`src/rtl/div3_align_delay.sv`:
```
// {valid, data} shift pipeline that lines the divider input tap up with its output.
// flush_i clears only the valid bits; data is don't-care while invalid.
module div3_align_delay #(
  parameter int W     = 20,
  parameter int DEPTH = 3
) (
  input  logic         clk_i,
  input  logic         flush_i,
  input  logic         vld_i,
  input  logic [W-1:0] data_i,
  output logic         vld_o,
  output logic [W-1:0] data_o
);

  logic [DEPTH-1:0]         vld_q;
  logic [DEPTH-1:0][W-1:0]  data_q;

  always_ff @(posedge clk_i) begin
    if (flush_i) begin
      vld_q <= '0;
    end else begin
      vld_q[0] <= vld_i;
      for (int i = 1; i < DEPTH; i++) vld_q[i] <= vld_q[i-1];
    end
    data_q[0] <= data_i;
    for (int i = 1; i < DEPTH; i++) data_q[i] <= data_q[i-1];
  end

  assign vld_o  = vld_q[DEPTH-1];
  assign data_o = data_q[DEPTH-1];

endmodule

```
`config.mk`:
```
export PLATFORM = sky130hd
export DESIGN_NAME = div3_align_delay
export DESIGN_NICKNAME = d
export VERILOG_FILES = /design/src/rtl/div3_align_delay.sv
export SDC_FILE = /design/constraint.sdc
export NUM_CORES = 1
export LEC_CHECK = 0
export ABC_AREA = 1
export CORE_MARGIN = 2
export CORE_UTILIZATION = 30
export CTS_BUF_LIST = sky130_fd_sc_hd__clkbuf_4 sky130_fd_sc_hd__clkbuf_8 sky130_fd_sc_hd__clkbuf_16
export DETAILED_ROUTE_END_ITERATION = 12
export GPL_TIMING_DRIVEN = 0
export PLACE_DENSITY = 0.55
export SKIP_CTS_REPAIR_TIMING = 1
export SLEW_MARGIN = 20
export SYNTH_ARGS = -nofsm -noshare
export SYNTH_HDL_FRONTEND = slang
export SYNTH_SLANG_ARGS = --single-unit
```
`constraint.sdc`:
```
create_clock -name clk_i -period 0.8 [get_ports clk_i]
set_input_delay 0.24 -clock clk_i [delete_from_list [all_inputs] [get_ports clk_i]]
set_output_delay 0.24 -clock clk_i [all_outputs]
set_load 0.02 [all_outputs]
```
* After elaboration in Yosys (flattened, before gate mapping)
Index checks and enable logic that the tools add are counted. Widths: inputs -> output; s select.
Word-level totals: register bits 63, bits in latches 0, memory bits (writable) 0, memory bits (read-only) 0, input port bits 23, memories 0
Cells by class: add/sub/neg operators 0, $mul 0, divide/modulo/power cells 0, order comparisons 0, equality and inequality tests 0, shifts and indexed selects 0, muxes and demuxes 0, bitwise gates (word level) 0, reduce and logical (&&, ||, !) cells 0

* Depth between registers and ports, before layout
Gate-level depths: netlist of the first run.
word-level depth 0, gate-level depth with buffers 2, mapped depth without buffers 2

* Least setup slack after synthesis of the first run
Ideal clock, no wire load.
kind reg2out, start register data_q, in the netlist data_o[0], end output port data_o[0], arrival time 0.416 ns, slack 0.144 ns, cell stages (with the launch flop) 2, buffers on the path 1, cell sequence dfxtp_1 -> buf_4
RTL lines:
- from (decl) | line 16 | logic [DEPTH-1:0][W-1:0] data_q;
- to (decl) | line 12 | output logic [W-1:0] data_o
No word-level cell between the ends.

* Final worst setup path of the first run
start register data_q, in the netlist data_o[6], end output port data_o[6]
No word-level cell between the ends.

==> results of run 1 <==
-- final cells by class --
class                           count  area, µm²
Clock buffer                       11        139
Clock inverter                      5       25.0
Fill cell                         421       2660
Inverter                            3       11.3
Multi-Input combinational cell      3       11.3
Sequential cell                    63       1290
Tap cell                           54       67.6
Timing Repair Buffer               43        457
-- cells in the mapped netlist --
master / instances
buf_4: 20
dfxtp_1: 63
inv_1: 3
nor2_1: 3
-- layer usage --
metal,vias to the layer above,wire length (µm),part of all wire,global-route usage
met5,-,0,0,0
met4,0,43,0.026,0.0926
met3,6,153,0.093,0.0483
met2,34,799,0.49,0.0991
met1,278,641,0.39,0.0540
li1,315,-,-,-
-- logic make-up after synthesis --
logic type | count (synthesis) | synth area share
buffers and inverters | 23 | 0.113
flip-flops | 63 | 0.880
AND/OR/NAND/NOR | 3 | 0.00785
-- metrics by stage --
| step | instances | area [µm²] | util | hold WS (ns) | TNS (ns) |
|---|---|---|---|---|---|
| floorplan | 89 | 1430 | - | 0.268 | 0 |
| global placement | 186 | 1930 | 0.414 | 0.311 | -8.74 |
| detailed placement | 186 | 1930 | 0.414 | 0.312 | -8.80 |
| CTS | 202 | 2100 | 0.450 | 0.326 | -16.05 |
| global route | 182 | 2000 | 0.429 | 0.330 | -4.74 |
| finish | 182 | 2000 | 0.429 | 0.325 | -4.09 |
-- path summary, 6_finish.rpt --
path	end	slack, ns	cells past startpoint
max	data_o[6]	-0.20	1
min	data_o[18]	0.33	0
max reg2reg	vld_q[2]	0.30	2
min reg2reg	data_o[18]	0.33	0
-- flip-flops by register name, indices dropped and copies added (netlist names) --
name / count
data_o: 20
data_q: 40
vld_q: 3
-- report_power, final --
group	switching, W	total (W)	internal (W)
Combinational	0.000102	0.000295	0.000193
Sequential	0.0000465	0.00336	0.00332
Clock	0.00105	0.00222	0.00116
==> impl_results.html, run 1 <==
<table>
<tr><th>Metric</th><th>Value</th></tr>
<tr><th colspan="2">Run status</th></tr>
<tr><td>Result of the run</td><td>complete, but fails checks</td></tr>
<tr><td>Violations in the final reports</td><td>negative setup slack</td></tr>
<tr><th colspan="2">Final layout</th></tr>
<tr><td>Top library cells by usage in the layout, fill and taps aside</td><td>dfxtp_1 (42), clkdlybuf4s50_1 (22), dfxtp_2 (21), buf_6 (21), clkbuf_8 (9)</td></tr>
<tr><td>Antenna fix cells</td><td>0</td></tr>
<tr><td>Relative area change from synthesis to final layout</td><td>39.4%</td></tr>
<tr><td>Fraction of layout cells with a size suffix above 1</td><td>0.453</td></tr>
<tr><td>Most common library cell in the layout ignoring fill and taps</td><td>dfxtp_1</td></tr>
<tr><td>Final-stage net count</td><td>~150</td></tr>
<tr><th colspan="2">Clock tree</th></tr>
<tr><td>Maximum level of the CTS H-tree</td><td>3</td></tr>
<tr><td>CTS sink cnt</td><td>63</td></tr>
<tr><td>Max Root-Sink Buffers</td><td>2</td></tr>
<tr><td>Worst-Skew Late Latency</td><td>0.32 ns</td></tr>
<tr><td>Clock slew seen by the registers of the worst setup and hold paths</td><td>0.06 ns</td></tr>
<tr><td>Number of buffers added by the clock tree synthesis step</td><td>9</td></tr>
<tr><td>Clock tree from TritonCTS</td><td>done</td></tr>
<tr><td>Clock tree root driver cell</td><td>clkbuf_8</td></tr>
<tr><th colspan="2">Die</th></tr>
<tr><td>CORE AREA</td><td>~4700 µm²</td></tr>
<tr><td>Number of top-level pins</td><td>44</td></tr>
<tr><td>FP Rows</td><td>25</td></tr>
<tr><td>Height of the chip</td><td>73.1 µm</td></tr>
<tr><td>Full die area</td><td>roughly 5300 µm²</td></tr>
<tr><td>Die X-Extent</td><td>~73 µm</td></tr>
<tr><td>Initial cell density of the core</td><td>0.308</td></tr>
<tr><th colspan="2">Timing</th></tr>
<tr><td>Smallest setup slack after layout</td><td>-0.203 ns</td></tr>
<tr><td>Fin. Hold Viols</td><td>0</td></tr>
<tr><td>Highest Clock Rate</td><td>~1000 MHz</td></tr>
<tr><td>Least-Margin Pin Slew</td><td>roughly 0.10 ns</td></tr>
<tr><td>Total count of max-transition violations in the final report</td><td>0</td></tr>
<tr><td>Slew HR</td><td>0.931</td></tr>
<tr><td>Setup repair after global routing missed its margin</td><td>true</td></tr>
<tr><td>Fin crit share</td><td>1.25</td></tr>
<tr><td>Final setup skew</td><td>0.00492 ns</td></tr>
<tr><td>Post-layout minimum cycle time</td><td>between 1 and 1.5 ns</td></tr>
<tr><td>Final setup fails</td><td>21</td></tr>
<tr><th colspan="2">Global route</th></tr>
<tr><td>First-pass GRT wire length</td><td>roughly 2.4 mm</td></tr>
<tr><td>Total routing resource utilization after global routing</td><td>0.0697</td></tr>
<tr><td>Global-route congestion overflow total</td><td>0</td></tr>
<tr><td>Vias in the first global route</td><td>slightly above 600</td></tr>
<tr><td>Initial antenna violation count</td><td>0</td></tr>
<tr><td>Largest net degree at the start of global routing</td><td>11</td></tr>
<tr><th colspan="2">Drt</th></tr>
<tr><td>Routed via count divided by cell count</td><td>between 3 and 4</td></tr>
<tr><td>Routed via count</td><td>633</td></tr>
<tr><td>Number of nets with antenna violations after routing</td><td>0</td></tr>
<tr><td>Detailed Routing Iterations Pass 1</td><td>3</td></tr>
<tr><td>Wire per inst</td><td>about 9.0 µm</td></tr>
<tr><td>Initial detailed-routing violation count</td><td>17</td></tr>
<tr><td>Wire length after detailed routing</td><td>between 1.5 and 2 mm</td></tr>
<tr><td>DRC viols</td><td>0</td></tr>
<tr><th colspan="2">Place</th></tr>
<tr><td>Placer congestion estimate</td><td>0.617</td></tr>
<tr><td>Detailed-placement wirelength estimate</td><td>roughly 1.1 mm</td></tr>
<tr><td>Setup slack at placement</td><td>-0.422 ns</td></tr>
<tr><td>Number of input and output port buffers inserted</td><td>43</td></tr>
<tr><th colspan="2">Critical path</th></tr>
<tr><td>Crit-path slowest cell</td><td>dfxtp_2</td></tr>
<tr><td>Data arrival time of the critical path</td><td>0.76 ns</td></tr>
<tr><td>CP max FO</td><td>1</td></tr>
<tr><td>Number of buffers and inverters on the critical path</td><td>1</td></tr>
<tr><td>Series of cell instances along the critical path</td><td>buf_6</td></tr>
<tr><td>Worst path top cell family by delay</td><td>flip-flops</td></tr>
<tr><td>Slowest Stage Delay on Critical Path</td><td>between 0.3 and 0.4 ns</td></tr>
<tr><td>Start-to-end type of the worst setup path</td><td>reg2out</td></tr>
<tr><td>Start point of the critical path</td><td>data_o[6]</td></tr>
<tr><td>Kind of end point of the critical path</td><td>output pin</td></tr>
<tr><td>Critical R2R Launch</td><td>vld_q[1]</td></tr>
<tr><td>Required arrival time at the worst endpoint</td><td>about 0.56 ns</td></tr>
<tr><td>Startpoint kind of the worst setup timing path</td><td>flip-flop</td></tr>
<tr><th colspan="2">Worst hold path</th></tr>
<tr><td>Type of the most critical hold path</td><td>reg2reg</td></tr>
<tr><td>Hold Startpoint</td><td>data_q[38]</td></tr>
<tr><th colspan="2">Flow run</th></tr>
<tr><td>Number of max-cap violations</td><td>0</td></tr>
<tr><th colspan="2">Synthesis</th></tr>
<tr><td>Largest area contributor in the netlist</td><td>dfxtp_1</td></tr>
<tr><td>Area share of the largest cell type after synthesis</td><td>0.880</td></tr>
<tr><td>Number of flip-flops and latches in the synthesized netlist</td><td>63</td></tr>
<tr><td>Total standard cell area after synthesis</td><td>between 1000 and 1500 µm²</td></tr>
<tr><td>Average cell area after synthesis</td><td>around 16 µm²</td></tr>
<tr><td>Number of cells produced by synthesis</td><td>slightly below 90</td></tr>
<tr><td>Post-Synthesis Net Count</td><td>112</td></tr>
<tr><td>Count of warnings emitted by yosys</td><td>0</td></tr>
<tr><td>Sequential cell area fraction in the yosys report</td><td>0.880</td></tr>
<tr><td>Largest cells by area after synthesis</td><td>dfxtp_1 (88%), buf_4 (10%), inv_1 (0.79%), nor2_1 (0.79%)</td></tr>
<tr><td>Count of unique library cells instantiated by Yosys</td><td>4</td></tr>
<tr><th colspan="2">Power</th></tr>
<tr><td>Ratio of total power to cell area</td><td>slightly below 3000 nW/µm²</td></tr>
<tr><td>P_leak</td><td>about 0.85 nW</td></tr>
<tr><td>Power Total</td><td>between 0.005 and 0.006 W</td></tr>
<tr><td>VDD IR-drop max</td><td>1.10 mV</td></tr>
</table>
No activity file was read; power rests on OpenSTA's default activity.
==> run 2: changes to the inputs <==
--- a/config.mk
+++ b/config.mk
@@ -11,7 +11,7 @@
 export CTS_BUF_LIST = sky130_fd_sc_hd__clkbuf_4 sky130_fd_sc_hd__clkbuf_8 sky130_fd_sc_hd__clkbuf_16
 export DETAILED_ROUTE_END_ITERATION = 12
 export GPL_TIMING_DRIVEN = 0
-export PLACE_DENSITY = 0.55
+export PLACE_DENSITY = 0.54
 export SKIP_CTS_REPAIR_TIMING = 1
 export SLEW_MARGIN = 20
 export SYNTH_ARGS = -nofsm -noshare
==> run 2 against run 1 <==
  * The run still ends with negative setup slack left
  * Largest cell class unchanged
  * Largest power group unchanged
  * Flip-flop and latch count unchanged
  * Power is 9.4% higher
  * Critical path depth unchanged
  * Highest routed layer unchanged
  * Clock-buffer cell count up 2
  * Die area unchanged
  * Worst hold slack barely moved
  * Clock skew down 0.0018 ns
  * Non-clock buffer count stayed put
==> impl_results.html, run 2 (same netlist as run 1, synthesis figures left out) <==
<table>
<tr><th>Metric</th><th>Value</th></tr>
<tr><th colspan="2">Critical path</th></tr>
<tr><td>Critical R2R Launch</td><td>vld_q[0]</td></tr>
<tr><td>Startpoint kind of the worst setup timing path</td><td>flip-flop</td></tr>
<tr><td>CP max FO</td><td>1</td></tr>
<tr><td>Kind of end point of the critical path</td><td>output pin</td></tr>
<tr><td>Reg2Reg Capture Point</td><td>vld_q[1]</td></tr>
<tr><td>Start point of the critical path</td><td>data_o[2]</td></tr>
<tr><td>Data arrival time of the critical path</td><td>about 0.76 ns</td></tr>
<tr><td>Slowest Stage Delay on Critical Path</td><td>0.32 ns</td></tr>
<tr><td>Worst reg2reg path depth</td><td>2</td></tr>
<tr><td>Number of buffers and inverters on the critical path</td><td>1</td></tr>
<tr><td>Total number of cells along the worst setup path</td><td>1</td></tr>
<tr><td>Start-to-end type of the worst setup path</td><td>reg2out</td></tr>
<tr><td>Setup slack, reg-to-reg</td><td>0.33 ns</td></tr>
<tr><td>Worst setup path endpoint</td><td>data_o[2]</td></tr>
<tr><td>Series of cell instances along the critical path</td><td>buf_6</td></tr>
<tr><td>Worst path top cell family by delay</td><td>flip-flops</td></tr>
<tr><td>Crit-path slowest cell</td><td>dfxtp_2</td></tr>
<tr><td>Required arrival time at the worst endpoint</td><td>0.56 ns</td></tr>
<tr><th colspan="2">Timing</th></tr>
<tr><td>Total count of max-transition violations in the final report</td><td>0</td></tr>
<tr><td>Setup repair after global routing missed its margin</td><td>true</td></tr>
<tr><td>Final setup fails</td><td>21</td></tr>
<tr><td>Least-Margin Pin Slew</td><td>0.110 ns</td></tr>
<tr><td>Final setup skew</td><td>between 0.003 and 0.004 ns</td></tr>
<tr><td>Smallest setup slack after layout</td><td>-0.201 ns</td></tr>
<tr><td>Total Neg Setup Slack</td><td>-4.11 ns</td></tr>
<tr><td>Slew HR</td><td>0.926</td></tr>
<tr><td>Fin crit share</td><td>1.25</td></tr>
<tr><td>Fin. Hold Viols</td><td>0</td></tr>
<tr><td>Post-layout minimum cycle time</td><td>about 1.0 ns</td></tr>
<tr><td>Highest Clock Rate</td><td>999 MHz</td></tr>
<tr><th colspan="2">Final layout</th></tr>
<tr><td>Top library cells by usage in the layout, fill and taps aside</td><td>dfxtp_1 (42), clkdlybuf4s50_1 (22), dfxtp_2 (21), buf_6 (21), clkbuf_8 (12)</td></tr>
<tr><td>Final-stage net count</td><td>146</td></tr>
<tr><td>Register with the highest flop count</td><td>data_q</td></tr>
<tr><td>Final design utilization</td><td>0.439</td></tr>
<tr><td>Most common library cell in the layout ignoring fill and taps</td><td>dfxtp_1</td></tr>
<tr><td>Relative area change from synthesis to final layout</td><td>42.8%</td></tr>
<tr><td>Antenna fix cells</td><td>0</td></tr>
<tr><td>Largest register FFs</td><td>40</td></tr>
<tr><td>Non-filler instance count after layout</td><td>182</td></tr>
<tr><td>Fraction of layout cells with a size suffix above 1</td><td>0.453</td></tr>
<tr><th colspan="2">Drt</th></tr>
<tr><td>Wire per inst</td><td>9.35 µm</td></tr>
<tr><td>Initial detailed-routing violation count</td><td>7</td></tr>
<tr><td>Number of nets with antenna violations after routing</td><td>0</td></tr>
<tr><td>Wire length after detailed routing</td><td>about 1.7 mm</td></tr>
<tr><td>Routed via count divided by cell count</td><td>roughly 3.6</td></tr>
<tr><td>Routed via count</td><td>650</td></tr>
<tr><td>Detailed Routing Iterations Pass 1</td><td>2</td></tr>
<tr><td>DRC viols</td><td>0</td></tr>
<tr><th colspan="2">Die</th></tr>
<tr><td>FP Rows</td><td>25</td></tr>
<tr><td>Full die area</td><td>5350 µm²</td></tr>
<tr><td>Height of the chip</td><td>approximately 73 µm</td></tr>
<tr><td>Number of top-level pins</td><td>44</td></tr>
<tr><td>CORE AREA</td><td>4660 µm²</td></tr>
<tr><td>Initial cell density of the core</td><td>0.308</td></tr>
<tr><td>Die X-Extent</td><td>between 70 and 80 µm</td></tr>
<tr><th colspan="2">Run status</th></tr>
<tr><td>Violations in the final reports</td><td>negative setup slack</td></tr>
<tr><td>Result of the run</td><td>complete, but fails checks</td></tr>
<tr><th colspan="2">Global route</th></tr>
<tr><td>First-pass GRT wire length</td><td>about 2.7 mm</td></tr>
<tr><td>Total routing resource utilization after global routing</td><td>0.0791</td></tr>
<tr><td>Global-route congestion overflow total</td><td>0</td></tr>
<tr><td>Vias in the first global route</td><td>about 690</td></tr>
<tr><td>Largest net degree at the start of global routing</td><td>11</td></tr>
<tr><td>Initial antenna violation count</td><td>0</td></tr>
<tr><th colspan="2">Power</th></tr>
<tr><td>Power Total</td><td>about 0.0064 W</td></tr>
<tr><td>Ratio of total power to cell area</td><td>3140 nW/µm²</td></tr>
<tr><td>VDD IR-drop max</td><td>around 1.3 mV</td></tr>
<tr><td>P_leak</td><td>roughly 0.87 nW</td></tr>
<tr><th colspan="2">Clock tree</th></tr>
<tr><td>Maximum level of the CTS H-tree</td><td>3</td></tr>
<tr><td>Clock tree root driver cell</td><td>clkbuf_8</td></tr>
<tr><td>CTS sink cnt</td><td>63</td></tr>
<tr><td>Clock slew seen by the registers of the worst setup and hold paths</td><td>0.06 ns</td></tr>
<tr><td>Clock tree from TritonCTS</td><td>done</td></tr>
<tr><td>Max Root-Sink Buffers</td><td>2</td></tr>
<tr><td>Worst-Skew Late Latency</td><td>0.32 ns</td></tr>
<tr><td>Number of buffers added by the clock tree synthesis step</td><td>9</td></tr>
<tr><th colspan="2">Flow run</th></tr>
<tr><td>Number of max-cap violations</td><td>0</td></tr>
<tr><th colspan="2">Place</th></tr>
<tr><td>Placer congestion estimate</td><td>roughly 0.6</td></tr>
<tr><td>Number of input and output port buffers inserted</td><td>between 40 and 50</td></tr>
<tr><td>Placed instance count</td><td>approximately 190</td></tr>
<tr><th colspan="2">Worst hold path</th></tr>
<tr><td>Type of the most critical hold path</td><td>reg2reg</td></tr>
</table>
-- run 2: cell count changes in the layout (fill, tap and decap cells not counted) --
cell,delta
clkinv_2,-3
clkbuf_4,-1
bufinv_16,+1
clkbuf_8,+3
-- run 2: layer usage --
layer / part of all wire / vias up / track usage / routed length [µm]
met3: 0.099 / 9 / 0.0622 / 169
met4: 0.047 / 0 / 0.0864 / 80
met2: 0.52 / 33 / 0.119 / 879
met5: 0 / - / 0 / 0
li1: - / 317 / - / -
met1: 0.34 / 291 / 0.0589 / 571
-- run 2: layout make-up --
class	instances	area, µm²
fillers	426	2610
flip-flops and latches	63	1290
repair buffers	43	457
clock buffers	13	173
well taps	54	67.6
clock inverters	3	40.0
multi-input cells	3	11.3
inverters	3	11.3
-- run 2: worst min-delay path by stage --
stage	start	to	slack (ns)	depth (start not counted)
global placement	data_q[25]	data_o[5]	0.31	0
finish	data_q[24]	data_o[4]	0.32	0
floorplan	data_i[0]	data_q[0]	0.27	0
CTS	data_q[24]	data_o[4]	0.33	0
detailed placement	data_q[36]	data_o[16]	0.31	0
global route	data_i[5]	data_q[5]	0.33	1
-- run 2: worst register-to-register path, cell delays in order (launching register included) --
cell     delay (ns)
dfxtp_1        0.30
inv_1          0.04
nor2_1         0.03
-- run 2: metrics by stage --
| step | hold WS (ns) | setup WS (ns) | area [µm²] |
|---|---|---|---|
| floorplan | 0.268 | 0.144 | 1430 |
| CTS | 0.326 | -0.792 | 2140 |
| detailed placement | 0.312 | -0.423 | 1930 |
| finish | 0.325 | -0.201 | 2050 |
| global placement | 0.310 | -0.422 | 1930 |
| global route | 0.327 | -0.253 | 2050 |
-- run 2: report_power, final --
| group | internal, W | switching [W] |
|---|---|---|
| combinational | 0.000193 | 0.000105 |
| clock | 0.00172 | 0.00105 |
| sequential | 0.00332 | 0.0000469 |
| total | 0.00523 | 0.00120 |
==> run 3: changes to the inputs <==
--- a/config.mk
+++ b/config.mk
@@ -12,7 +12,6 @@
 export DETAILED_ROUTE_END_ITERATION = 12
 export GPL_TIMING_DRIVEN = 0
 export PLACE_DENSITY = 0.54
-export SKIP_CTS_REPAIR_TIMING = 1
 export SLEW_MARGIN = 20
 export SYNTH_ARGS = -nofsm -noshare
 export SYNTH_HDL_FRONTEND = slang
==> run 3 against run 2 <==
  * The flow still finishes with violations (negative setup slack)
  * Cell area unchanged
  * Sequential power about the same
  * Power about the same
  * Critical path depth unchanged
  * Critical path type unchanged
  * Highest routed layer unchanged
==> impl_results.html, run 3 (same netlist as run 1, synthesis figures left out) <==
<table>
<tr><th>Metric</th><th>Value</th></tr>
<tr><th colspan="2">Final layout</th></tr>
<tr><td>Register with the highest flop count</td><td>data_q</td></tr>
<tr><td>Final-stage net count</td><td>146</td></tr>
<tr><td>Antenna fix cells</td><td>0</td></tr>
<tr><td>Largest register FFs</td><td>40</td></tr>
<tr><td>Fraction of layout cells with a size suffix above 1</td><td>0.453</td></tr>
<tr><td>Number of filler cells placed in the layout</td><td>~420</td></tr>
<tr><td>Final design utilization</td><td>0.439</td></tr>
<tr><td>Most common library cell in the layout ignoring fill and taps</td><td>dfxtp_1</td></tr>
<tr><td>Top library cells by usage in the layout, fill and taps aside</td><td>dfxtp_1 (42), clkdlybuf4s50_1 (22), dfxtp_2 (21), buf_6 (21), clkbuf_8 (12)</td></tr>
<tr><td>Relative area change from synthesis to final layout</td><td>42.8%</td></tr>
<tr><th colspan="2">Critical path</th></tr>
<tr><td>CP max FO</td><td>1</td></tr>
<tr><td>Data arrival time of the critical path</td><td>0.76 ns</td></tr>
<tr><td>Crit-path slowest cell</td><td>dfxtp_2</td></tr>
<tr><td>Start point of the critical path</td><td>data_o[2]</td></tr>
<tr><td>Kind of end point of the critical path</td><td>output pin</td></tr>
<tr><td>Slowest Stage Delay on Critical Path</td><td>0.32 ns</td></tr>
<tr><td>Required arrival time at the worst endpoint</td><td>between 0.5 and 0.6 ns</td></tr>
<tr><td>Number of buffers and inverters on the critical path</td><td>1</td></tr>
<tr><td>Series of cell instances along the critical path</td><td>buf_6</td></tr>
<tr><td>Critical R2R Launch</td><td>vld_q[0]</td></tr>
<tr><td>Worst path top cell family by delay</td><td>flip-flops</td></tr>
<tr><td>Startpoint kind of the worst setup timing path</td><td>flip-flop</td></tr>
<tr><td>Start-to-end type of the worst setup path</td><td>reg2out</td></tr>
<tr><th colspan="2">Power</th></tr>
<tr><td>Comb power frac</td><td>0.046</td></tr>
<tr><td>VDD IR-drop max</td><td>between 1 and 1.5 mV</td></tr>
<tr><td>Net Switching</td><td>between 0.001 and 0.0015 W</td></tr>
<tr><td>P_leak</td><td>roughly 0.87 nW</td></tr>
<tr><td>Ratio of total power to cell area</td><td>around 3100 nW/µm²</td></tr>
<tr><td>Clock network fraction of total power</td><td>0.430</td></tr>
<tr><td>Net switching fraction of the power</td><td>0.187</td></tr>
<tr><td>Seq pwr share</td><td>0.523</td></tr>
<tr><td>Power Total</td><td>roughly 0.0064 W</td></tr>
<tr><td>P_int</td><td>between 0.005 and 0.006 W</td></tr>
<tr><th colspan="2">Timing</th></tr>
<tr><td>Fin. Hold Viols</td><td>0</td></tr>
<tr><td>Final setup fails</td><td>21</td></tr>
<tr><td>Fin crit share</td><td>1.25</td></tr>
<tr><td>Final setup skew</td><td>roughly 0.0030 ns</td></tr>
<tr><td>Total count of max-transition violations in the final report</td><td>0</td></tr>
<tr><td>Total Neg Setup Slack</td><td>-4.11 ns</td></tr>
<tr><td>Highest Clock Rate</td><td>around 1000 MHz</td></tr>
<tr><td>Slew HR</td><td>0.926</td></tr>
<tr><td>Smallest setup slack after layout</td><td>-0.201 ns</td></tr>
<tr><td>Post-layout minimum cycle time</td><td>roughly 1 ns</td></tr>
<tr><td>Setup repair after global routing missed its margin</td><td>true</td></tr>
<tr><td>Least-Margin Pin Slew</td><td>~0.11 ns</td></tr>
<tr><th colspan="2">Place</th></tr>
<tr><td>Number of input and output port buffers inserted</td><td>43</td></tr>
<tr><td>Placer congestion estimate</td><td>a little over 0.6</td></tr>
<tr><th colspan="2">Global route</th></tr>
<tr><td>Total routing resource utilization after global routing</td><td>0.0785</td></tr>
<tr><td>Vias in the first global route</td><td>roughly 670</td></tr>
<tr><td>Initial antenna violation count</td><td>0</td></tr>
<tr><td>First-pass GRT wire length</td><td>roughly 2.7 mm</td></tr>
<tr><td>Global-route congestion overflow total</td><td>0</td></tr>
<tr><td>Largest net degree at the start of global routing</td><td>11</td></tr>
<tr><th colspan="2">Die</th></tr>
<tr><td>Initial cell density of the core</td><td>0.308</td></tr>
<tr><td>FP Rows</td><td>25</td></tr>
<tr><td>Height of the chip</td><td>73.1 µm</td></tr>
<tr><td>Number of top-level pins</td><td>44</td></tr>
<tr><td>Full die area</td><td>around 5300 µm²</td></tr>
<tr><td>Die X-Extent</td><td>73.1 µm</td></tr>
<tr><td>CORE AREA</td><td>4660 µm²</td></tr>
<tr><th colspan="2">Worst hold path</th></tr>
<tr><td>Type of the most critical hold path</td><td>reg2reg</td></tr>
<tr><td>Hold Startpoint</td><td>data_q[24]</td></tr>
<tr><th colspan="2">Drt</th></tr>
<tr><td>Detailed Routing Iterations Pass 1</td><td>2</td></tr>
<tr><td>Wire length after detailed routing</td><td>~1.7 mm</td></tr>
<tr><td>Wire per inst</td><td>~9.4 µm</td></tr>
<tr><td>Number of nets with antenna violations after routing</td><td>0</td></tr>
<tr><td>Initial detailed-routing violation count</td><td>7</td></tr>
<tr><td>Routed via count</td><td>between 600 and 700</td></tr>
<tr><td>Routed via count divided by cell count</td><td>3.57</td></tr>
<tr><td>DRC viols</td><td>0</td></tr>
<tr><th colspan="2">Clock tree</th></tr>
<tr><td>Setup Buffers After CTS</td><td>0</td></tr>
<tr><td>Clock slew seen by the registers of the worst setup and hold paths</td><td>0.06 ns</td></tr>
<tr><td>Clock tree from TritonCTS</td><td>done</td></tr>
<tr><td>Max Root-Sink Buffers</td><td>2</td></tr>
<tr><td>Clock tree root driver cell</td><td>clkbuf_8</td></tr>
<tr><td>Number of hold-repair buffers added at the cts stage</td><td>0</td></tr>
<tr><td>Number of buffers added by the clock tree synthesis step</td><td>9</td></tr>
<tr><td>CTS sink cnt</td><td>between 60 and 70</td></tr>
<tr><td>Maximum level of the CTS H-tree</td><td>3</td></tr>
<tr><td>Worst-Skew Late Latency</td><td>~0.32 ns</td></tr>
<tr><th colspan="2">Run status</th></tr>
<tr><td>Violations in the final reports</td><td>negative setup slack</td></tr>
<tr><td>Result of the run</td><td>complete, but fails checks</td></tr>
<tr><th colspan="2">Flow run</th></tr>
<tr><td>Number of max-cap violations</td><td>0</td></tr>
</table>
run 3: cell counts in the layout (fill, tap and decap cells not counted):
Identical to the previous run, type by type.
run 3: area by class of cell:
| type | instances | area [µm²] | area share |
|---|---|---|---|
| multi-input combinational | 3 | 11.3 | 0.00550 |
| clock inverter | 3 | 40.0 | 0.0196 |
| tap | 54 | 67.6 | 0.0330 |
| sequential | 63 | 1290 | 0.629 |
| inverter | 3 | 11.3 | 0.00550 |
| timing repair buffer | 43 | 457 | 0.223 |
| clock buffer | 13 | 173 | 0.0844 |
run 3: final timing paths:
| check | to | slack (ns) | depth (start not counted) |
|---|---|---|---|
| min reg2reg | data_o[4] | 0.32 | 0 |
| min | data_o[4] | 0.32 | 0 |
| max | data_o[2] | -0.20 | 1 |
| max reg2reg | vld_q[1] | 0.33 | 2 |
run 3: what timing repair did:
action                                  in CTS  in global routing
pin swaps                                    0                  0
resized for setup                          147                  0
endpoints found under the setup margin      21                 21
run 3: routing by layer:
layer  global-route usage  part of all wire
met1               0.0597              0.34
met4               0.0864             0.047
met2                0.116              0.52
met3               0.0622             0.099
met5                    0                 0
run 3: metrics by stage:
step           instances  instance area (µm²)  setup WS (ns)  hold WS [ns]
2_1_floorplan         89                 1430          0.144         0.268
6_report             182                 2050         -0.201         0.325
3_3_place_gp         186                 1930         -0.422         0.310
3_5_place_dp         186                 1930         -0.423         0.312
5_1_grt              182                 2050         -0.248         0.327
4_1_cts              182                 2050         -0.231         0.326
run 3: power groups by stage:
stage          combinational, W  clock, W  sequential [W]
2_1_floorplan          0.000149         0         0.00340
3_3_place_gp           0.000358         0         0.00340
3_5_place_dp           0.000361         0         0.00341
4_1_cts                0.000302   0.00290         0.00337
5_1_grt                0.000315   0.00303         0.00338
6_report               0.000298   0.00277         0.00336
